File: config.mk
export PLATFORM = sky130hd
export DESIGN_NAME = mem_stage_flat
export DESIGN_NICKNAME = d
export VERILOG_FILES = /design/src/rtl/mem_stage_if.sv /design/src/rtl/mem_stage.sv /design/src/flat_wrapper.sv
export SDC_FILE = /design/constraint.sdc
export NUM_CORES = 2
export LEC_CHECK = 0
export CAP_MARGIN = 0
export CORE_UTILIZATION = 64
export DETAILED_ROUTE_END_ITERATION = 6
export PLACE_DENSITY = 0.79
export SETUP_SLACK_MARGIN = 0.1
export SLEW_MARGIN = 20
export SYNTH_ARGS = -nofsm -noshare
export SYNTH_HDL_FRONTEND = slang
export SYNTH_SLANG_ARGS = --single-unit
export TNS_END_PERCENT = 50
File: constraint.sdc
create_clock -name clk -period 8.18 [get_ports clk]
set_clock_uncertainty 0.1 [all_clocks]
set_input_delay 1.636 -clock clk [delete_from_list [all_inputs] [get_ports clk]]
set_output_delay 1.636 -clock clk [all_outputs]
set_load 0.02 [all_outputs]
File: src/rtl/mem_stage_if.sv
// rtl/mem_stage_if.sv - MEM-stage instruction bundle from EX and registered MEM/WB results to WB
interface mem_stage_if;
   logic        in_mem_read;
   logic        in_mem_write;
   logic        in_byte;
   logic        in_unsigned;
   logic        in_mem_to_reg;
   logic        in_reg_write;
   logic [4:0]  in_write_back_destination;
   logic [31:0] in_alu_result;
   logic [31:0] in_write_data;
   logic        in_branch;
   logic        in_zero;
   logic [31:0] in_branch_target;
   logic        in_stall;
   logic        in_flush;

   logic        pc_src_out;
   logic [31:0] branch_target_out;
   logic        mem_to_reg_out;
   logic        reg_write_out;
   logic [4:0]  write_back_destination_out;
   logic [31:0] address_out;
   logic [31:0] read_data_out;

   modport master (
      output in_mem_read, in_mem_write, in_byte, in_unsigned,
      output in_mem_to_reg, in_reg_write, in_write_back_destination,
      output in_alu_result, in_write_data,
      output in_branch, in_zero, in_branch_target,
      output in_stall, in_flush,
      input  pc_src_out, branch_target_out,
      input  mem_to_reg_out, reg_write_out, write_back_destination_out,
      input  address_out, read_data_out
   );

   modport slave (
      input  in_mem_read, in_mem_write, in_byte, in_unsigned,
      input  in_mem_to_reg, in_reg_write, in_write_back_destination,
      input  in_alu_result, in_write_data,
      input  in_branch, in_zero, in_branch_target,
      input  in_stall, in_flush,
      output pc_src_out, branch_target_out,
      output mem_to_reg_out, reg_write_out, write_back_destination_out,
      output address_out, read_data_out
   );
endinterface

File: src/rtl/mem_stage.sv
// rtl/mem_stage.sv - MIPS memory-access stage with 64-word data memory and MEM/WB register
module mem_stage #(
   parameter int MEM_WORDS = 64,
   parameter int ADDR_BITS = 6
) (
   input  logic       clk,
   input  logic       rst_n,
   mem_stage_if.slave bus
);

   logic [31:0]          mem [MEM_WORDS];
   logic [ADDR_BITS-1:0] word_idx;
   logic [1:0]           lane;
   logic [31:0]          rd_word;
   logic [7:0]           rd_byte;
   logic [31:0]          load_data;
   logic                 store_en;
   logic [3:0]           byte_en;
   logic [31:0]          wr_data;
   logic [31:0]          wr_word;

   assign word_idx = bus.in_alu_result[ADDR_BITS+1:2];
   assign lane     = bus.in_alu_result[1:0];
   assign rd_word  = mem[word_idx];
   assign rd_byte  = rd_word[{lane, 3'b000} +: 8];

   always_comb begin
      load_data = '0;
      if (bus.in_mem_read) begin
         if (bus.in_byte)
            load_data = bus.in_unsigned ? {24'b0, rd_byte}
                                        : {{24{rd_byte[7]}}, rd_byte};
         else
            load_data = rd_word;
      end
   end

   assign store_en = bus.in_mem_write & ~bus.in_stall & ~bus.in_flush;
   assign byte_en  = bus.in_byte ? (4'b0001 << lane) : 4'b1111;
   assign wr_data  = bus.in_byte ? {4{bus.in_write_data[7:0]}} : bus.in_write_data;

   // Read-modify-write merge so byte stores leave the other lanes untouched.
   always_comb begin
      wr_word = rd_word;
      for (int b = 0; b < 4; b++) begin
         if (byte_en[b])
            wr_word[8*b +: 8] = wr_data[8*b +: 8];
      end
   end

   always_ff @(posedge clk or negedge rst_n) begin
      if (!rst_n) begin
         for (int i = 0; i < MEM_WORDS; i++)
            mem[i] <= '0;
      end else if (store_en) begin
         mem[word_idx] <= wr_word;
      end
   end

   // MEM/WB register: flush beats stall, stall holds everything.
   always_ff @(posedge clk or negedge rst_n) begin
      if (!rst_n) begin
         bus.mem_to_reg_out             <= 1'b0;
         bus.reg_write_out              <= 1'b0;
         bus.write_back_destination_out <= '0;
         bus.address_out                <= '0;
         bus.read_data_out              <= '0;
      end else if (bus.in_flush) begin
         bus.mem_to_reg_out             <= 1'b0;
         bus.reg_write_out              <= 1'b0;
         bus.write_back_destination_out <= '0;
         bus.address_out                <= '0;
         bus.read_data_out              <= '0;
      end else if (!bus.in_stall) begin
         bus.mem_to_reg_out             <= bus.in_mem_to_reg;
         bus.reg_write_out              <= bus.in_reg_write;
         bus.write_back_destination_out <= bus.in_write_back_destination;
         bus.address_out                <= bus.in_alu_result;
         bus.read_data_out              <= load_data;
      end
   end

   assign bus.pc_src_out        = bus.in_branch & bus.in_zero & ~bus.in_flush;
   assign bus.branch_target_out = bus.in_branch_target;

endmodule

File: src/flat_wrapper.sv
// flat-port wrapper written by rule: the top's interface ports become plain ports
module mem_stage_flat 
#(
   parameter int MEM_WORDS = 64,
   parameter int ADDR_BITS = 6
)
  (clk, rst_n, bus_in_mem_read, bus_in_mem_write, bus_in_byte, bus_in_unsigned, bus_in_mem_to_reg, bus_in_reg_write, bus_in_write_back_destination, bus_in_alu_result, bus_in_write_data, bus_in_branch, bus_in_zero, bus_in_branch_target, bus_in_stall, bus_in_flush, bus_pc_src_out, bus_branch_target_out, bus_mem_to_reg_out, bus_reg_write_out, bus_write_back_destination_out, bus_address_out, bus_read_data_out);
  mem_stage_if bus_i ();
  input  logic clk;
  input  logic rst_n;
  input wire logic [$bits(bus_i.in_mem_read)-1:0] bus_in_mem_read;
  input wire logic [$bits(bus_i.in_mem_write)-1:0] bus_in_mem_write;
  input wire logic [$bits(bus_i.in_byte)-1:0] bus_in_byte;
  input wire logic [$bits(bus_i.in_unsigned)-1:0] bus_in_unsigned;
  input wire logic [$bits(bus_i.in_mem_to_reg)-1:0] bus_in_mem_to_reg;
  input wire logic [$bits(bus_i.in_reg_write)-1:0] bus_in_reg_write;
  input wire logic [$bits(bus_i.in_write_back_destination)-1:0] bus_in_write_back_destination;
  input wire logic [$bits(bus_i.in_alu_result)-1:0] bus_in_alu_result;
  input wire logic [$bits(bus_i.in_write_data)-1:0] bus_in_write_data;
  input wire logic [$bits(bus_i.in_branch)-1:0] bus_in_branch;
  input wire logic [$bits(bus_i.in_zero)-1:0] bus_in_zero;
  input wire logic [$bits(bus_i.in_branch_target)-1:0] bus_in_branch_target;
  input wire logic [$bits(bus_i.in_stall)-1:0] bus_in_stall;
  input wire logic [$bits(bus_i.in_flush)-1:0] bus_in_flush;
  output wire logic [$bits(bus_i.pc_src_out)-1:0] bus_pc_src_out;
  output wire logic [$bits(bus_i.branch_target_out)-1:0] bus_branch_target_out;
  output wire logic [$bits(bus_i.mem_to_reg_out)-1:0] bus_mem_to_reg_out;
  output wire logic [$bits(bus_i.reg_write_out)-1:0] bus_reg_write_out;
  output wire logic [$bits(bus_i.write_back_destination_out)-1:0] bus_write_back_destination_out;
  output wire logic [$bits(bus_i.address_out)-1:0] bus_address_out;
  output wire logic [$bits(bus_i.read_data_out)-1:0] bus_read_data_out;
  assign bus_i.in_mem_read = bus_in_mem_read;
  assign bus_i.in_mem_write = bus_in_mem_write;
  assign bus_i.in_byte = bus_in_byte;
  assign bus_i.in_unsigned = bus_in_unsigned;
  assign bus_i.in_mem_to_reg = bus_in_mem_to_reg;
  assign bus_i.in_reg_write = bus_in_reg_write;
  assign bus_i.in_write_back_destination = bus_in_write_back_destination;
  assign bus_i.in_alu_result = bus_in_alu_result;
  assign bus_i.in_write_data = bus_in_write_data;
  assign bus_i.in_branch = bus_in_branch;
  assign bus_i.in_zero = bus_in_zero;
  assign bus_i.in_branch_target = bus_in_branch_target;
  assign bus_i.in_stall = bus_in_stall;
  assign bus_i.in_flush = bus_in_flush;
  assign bus_pc_src_out = bus_i.pc_src_out;
  assign bus_branch_target_out = bus_i.branch_target_out;
  assign bus_mem_to_reg_out = bus_i.mem_to_reg_out;
  assign bus_reg_write_out = bus_i.reg_write_out;
  assign bus_write_back_destination_out = bus_i.write_back_destination_out;
  assign bus_address_out = bus_i.address_out;
  assign bus_read_data_out = bus_i.read_data_out;
  mem_stage #(.MEM_WORDS(MEM_WORDS), .ADDR_BITS(ADDR_BITS)) u_core (.clk(clk), .rst_n(rst_n), .bus(bus_i));
endmodule
==> summary.txt <==
Floorplan
  – Num ports: 217
  – CORE AREA: 0.146 mm2
  – Initial Util: between 60 and 70%
  – Die area: 0.148 mm2
  – Die width: 385 um
  – Die height: 385 um
  – FP Rows: 140

Critical path
  – CP Capture Type: flip-flop
  – RR Startpoint: u_core.mem[1334]$_DFFE_PN0P_
  – Startpoint Class: input pin
  – Register-to-Register Setup Slack: 3280 ps
  – Critical R2R Capture: u_core.mem[1846]$_DFFE_PN0P_
  – Crit-path max FO: 58
  – R2r worst-path depth: 9
  – Crit path arrival time: 7710 ps
  – WS Path Type: in -> reg
  – Worst endpoint required time: 8800 ps
  – Crit path from: bus_in_alu_result[4]

Routing
  – Final antenna-violating net count: 0
  – Routed vias: approximately 80000
  – First DRT Iteration DRCs: 12400
  – Pre-antenna DRT Iters: 7
  – Met3 WL post-DR: 54.9 mm
  – DR vias/cell: around 7.1
  – Routed wl met2: about 140 mm
  – Max layer used: met5
  – Routed WL: 334 mm
  – Routed met1 length: around 120 mm
  – Post-DR wirelength/cell: 30.1 um
  – DRC: 191

Logic synthesis
  – Post-Syn Area: approximately 0.094 mm2
  – Asr flop ratio synth: 100%
  – #FFs+latches synth: 2119
  – Synth top cells by count: dfrtp_1 (2119), nor2_1 (1523), a21oi_1 (1446)
  – YS warnings: 0
  – Post-synthesis mux area share: a little over 9%
  – Compound-Gate Fraction of Synth Area: 18.6%
  – Sequential-to-total area share from yosys stat: 56.4%
  – Synth top area cells: dfrtp_1 (56%), a21oi_1 (7.7%), nor2_1 (6.1%)
  – Adder-cell share of the synthesized area: 0%
  – Dominant cell type by area after synthesis: dfrtp_1
  – Synth Area in XOR/XNOR: 0%
  – Synth Area per Inst: between 10 and 15 um2
  – Top-area cell type share of the netlist area: roughly 56%
  – Cells after Synth: 9299
  – Most frequent cell after synthesis: dfrtp_1
  – Most common flop cell mapped by yosys: dfrtp_1
  – Post-synth cell types: 77
  – Largest family of logic cells by synthesized area: compound AO/OA/AOI/OAI gates
  – Syn nets: 9412
  – Simple-gate portion of the synthesized area: a little over a tenth
  – EDFF count, synth: 0

Outcome
  – Failing checks: design-rule violations
  – Outcome: complete, but fails checks

Clock network
  – Clock transition at the registers of the reported paths: approximately 60 ps
  – Post-cts resize count: 0
  – Post-CTS setup buffers: 0
  – Root buf cell: clkbuf_16
  – Maximum buffer depth of the clock tree: 3
  – TritonCTS clock tree: built
  – Clk sink count: 2119
  – Htree depth: 4
  – Worst-skew pair later-pin latency: 890 ps
  – Total CTS buffers: 205
  – Cts hold-fix bufs: 0

Placed design
  – Routability cong.: 1.08
  – Placed Cells: ~11000
  – Port Buf Inserts: 152
  – Dpl cell area: 0.0965 mm2
  – Detailed Place HPWL: 203 mm

Global routing
  – Largest net degree at the start of global routing: 189
  – Number of global-route vias before repair: 74700
  – GRT Total Usage: about 45%
  – GR Overflow Total: 0
  – Initial antenna violation count: 34
  – First-pass GRT wire length: 486 mm

Layout
  – Layout net count: 9098
  – Fin area: roughly 0.10 mm2
  – Area growth from synthesis to layout: 11.1%
  – Layout cells sized above 1: 12.0%
  – Fin cells: 11100
  – Final Core Density: between 70% and 80%

STA
  – Least-Margin Pin Slew: 1310 ps
  – Setup violators final: 0
  – Slew Limit Fails: 0
  – Fin Hold WS: between 300 and 400 ps
  – Max Freq: 141 MHz
  – Slew margin rel.: 11.9%
  – RSZ-0062 raised after global routing: no
  – Final hold vios: 0
  – Setup tns final: 0 ps
  – Period utilization: ~87%
  – Post-layout min period: 7090 ps

Hold path
  – Hold Path Class: reg -> reg
  – Hold Path Sink: u_core.mem[1994]$_DFFE_PN0P_
  – Worst hold path startpoint: u_core.mem[1994]$_DFFE_PN0P_
  – Worst Hold Depth: 2

Power
  – Max VDD drop: 0.273 mV
  – P_leak: 47.3 nW
  – Pwr dens: roughly 230 mW/mm2

Job
  – Maxcap violations: 0
==> area by class of cell <==
cell class              count  area, um2
diodes                     19       47.5
clock buffers             311       6200
clock inverters            66        862
fillers                  9791      41300
inverters                  10       47.5
multi-input cells        6225      37000
flip-flops and latches   2119      53000
well taps                1917       2400
repair buffers            424       4860
==> critical path, stage by stage <==
cell and delay (ps):
buf_8 580, buf_4 510, and2_2 1020, buf_4 420, a22oi_1 100, o211ai_1 150, o211ai_1 290, nor4_2 790
a21oi_1 370, a21oi_4 1010, buf_4 490, a21oi_1 120
==> flip-flops by register name, summed over array words and instances (netlist names) <==
name,count
u_core.bus.mem_to_reg_out,1
u_core.bus.address_out,32
u_core.bus.read_data_out,32
u_core.bus.write_back_destination_out,5
u_core.mem,2048
u_core.bus.reg_write_out,1
==> power by group <==
group / switching [mW] / internal (mW)
Combinational: 1.94 / 0.937
Clock: 4.21 / 5.73
Sequential: 0.406 / 11.2
Total: 6.55 / 17.9
==> per-layer routing <==
layer,GRT usage [%],vias up
li1,-,32000
met1,56.9,38500
met2,61.0,6351
met3,20.7,1620
met4,28.9,46
met5,3.77,-
==> per-stage QoR <==
step	setup WS, ps	power, mW
CTS	1740	24.2
global placement	921	14.3
detailed placement	825	14.5
floorplan	3560	13.3
global route	1370	25.0
finish	1090	24.4
==> placed cells by master, fill, tap and decap left out, types with 62 or more instances in the layout <==
cell type / instances
clkdlybuf4s50_1: 146
dfrtp_1: 2119
mux2i_1: 298
nor2_1: 1456
a21oi_1: 1444
nand2_1: 890
a221o_1: 82
o22ai_1: 95
buf_12: 62
o21ai_0: 806
clkbuf_16: 210
buf_4: 184
mux2_2: 195
a221oi_1: 165
a22oi_1: 157
mux4_2: 145
==> worst max-delay path by stage <==
| stage | endpoint | slack (ps) |
|---|---|---|
| floorplan | u_core.mem[1008]$_DFFE_PN0P_ | 3560 |
| global placement | u_core.mem[22]$_DFFE_PN0P_ | 920 |
| detailed placement | u_core.mem[22]$_DFFE_PN0P_ | 830 |
| CTS | u_core.mem[54]$_DFFE_PN0P_ | 1740 |
| global route | u_core.mem[150]$_DFFE_PN0P_ | 1370 |
| finish | u_core.mem[1846]$_DFFE_PN0P_ | 1090 |
==> cells by family after synthesis <==
family,count (synthesis)
buffers and inverters,955
flip-flops,2119
AND/OR/NAND/NOR,2579
multiplexers,651
AO/OA/AOI/OAI,2995
No activity file was read; power rests on OpenSTA's default activity.
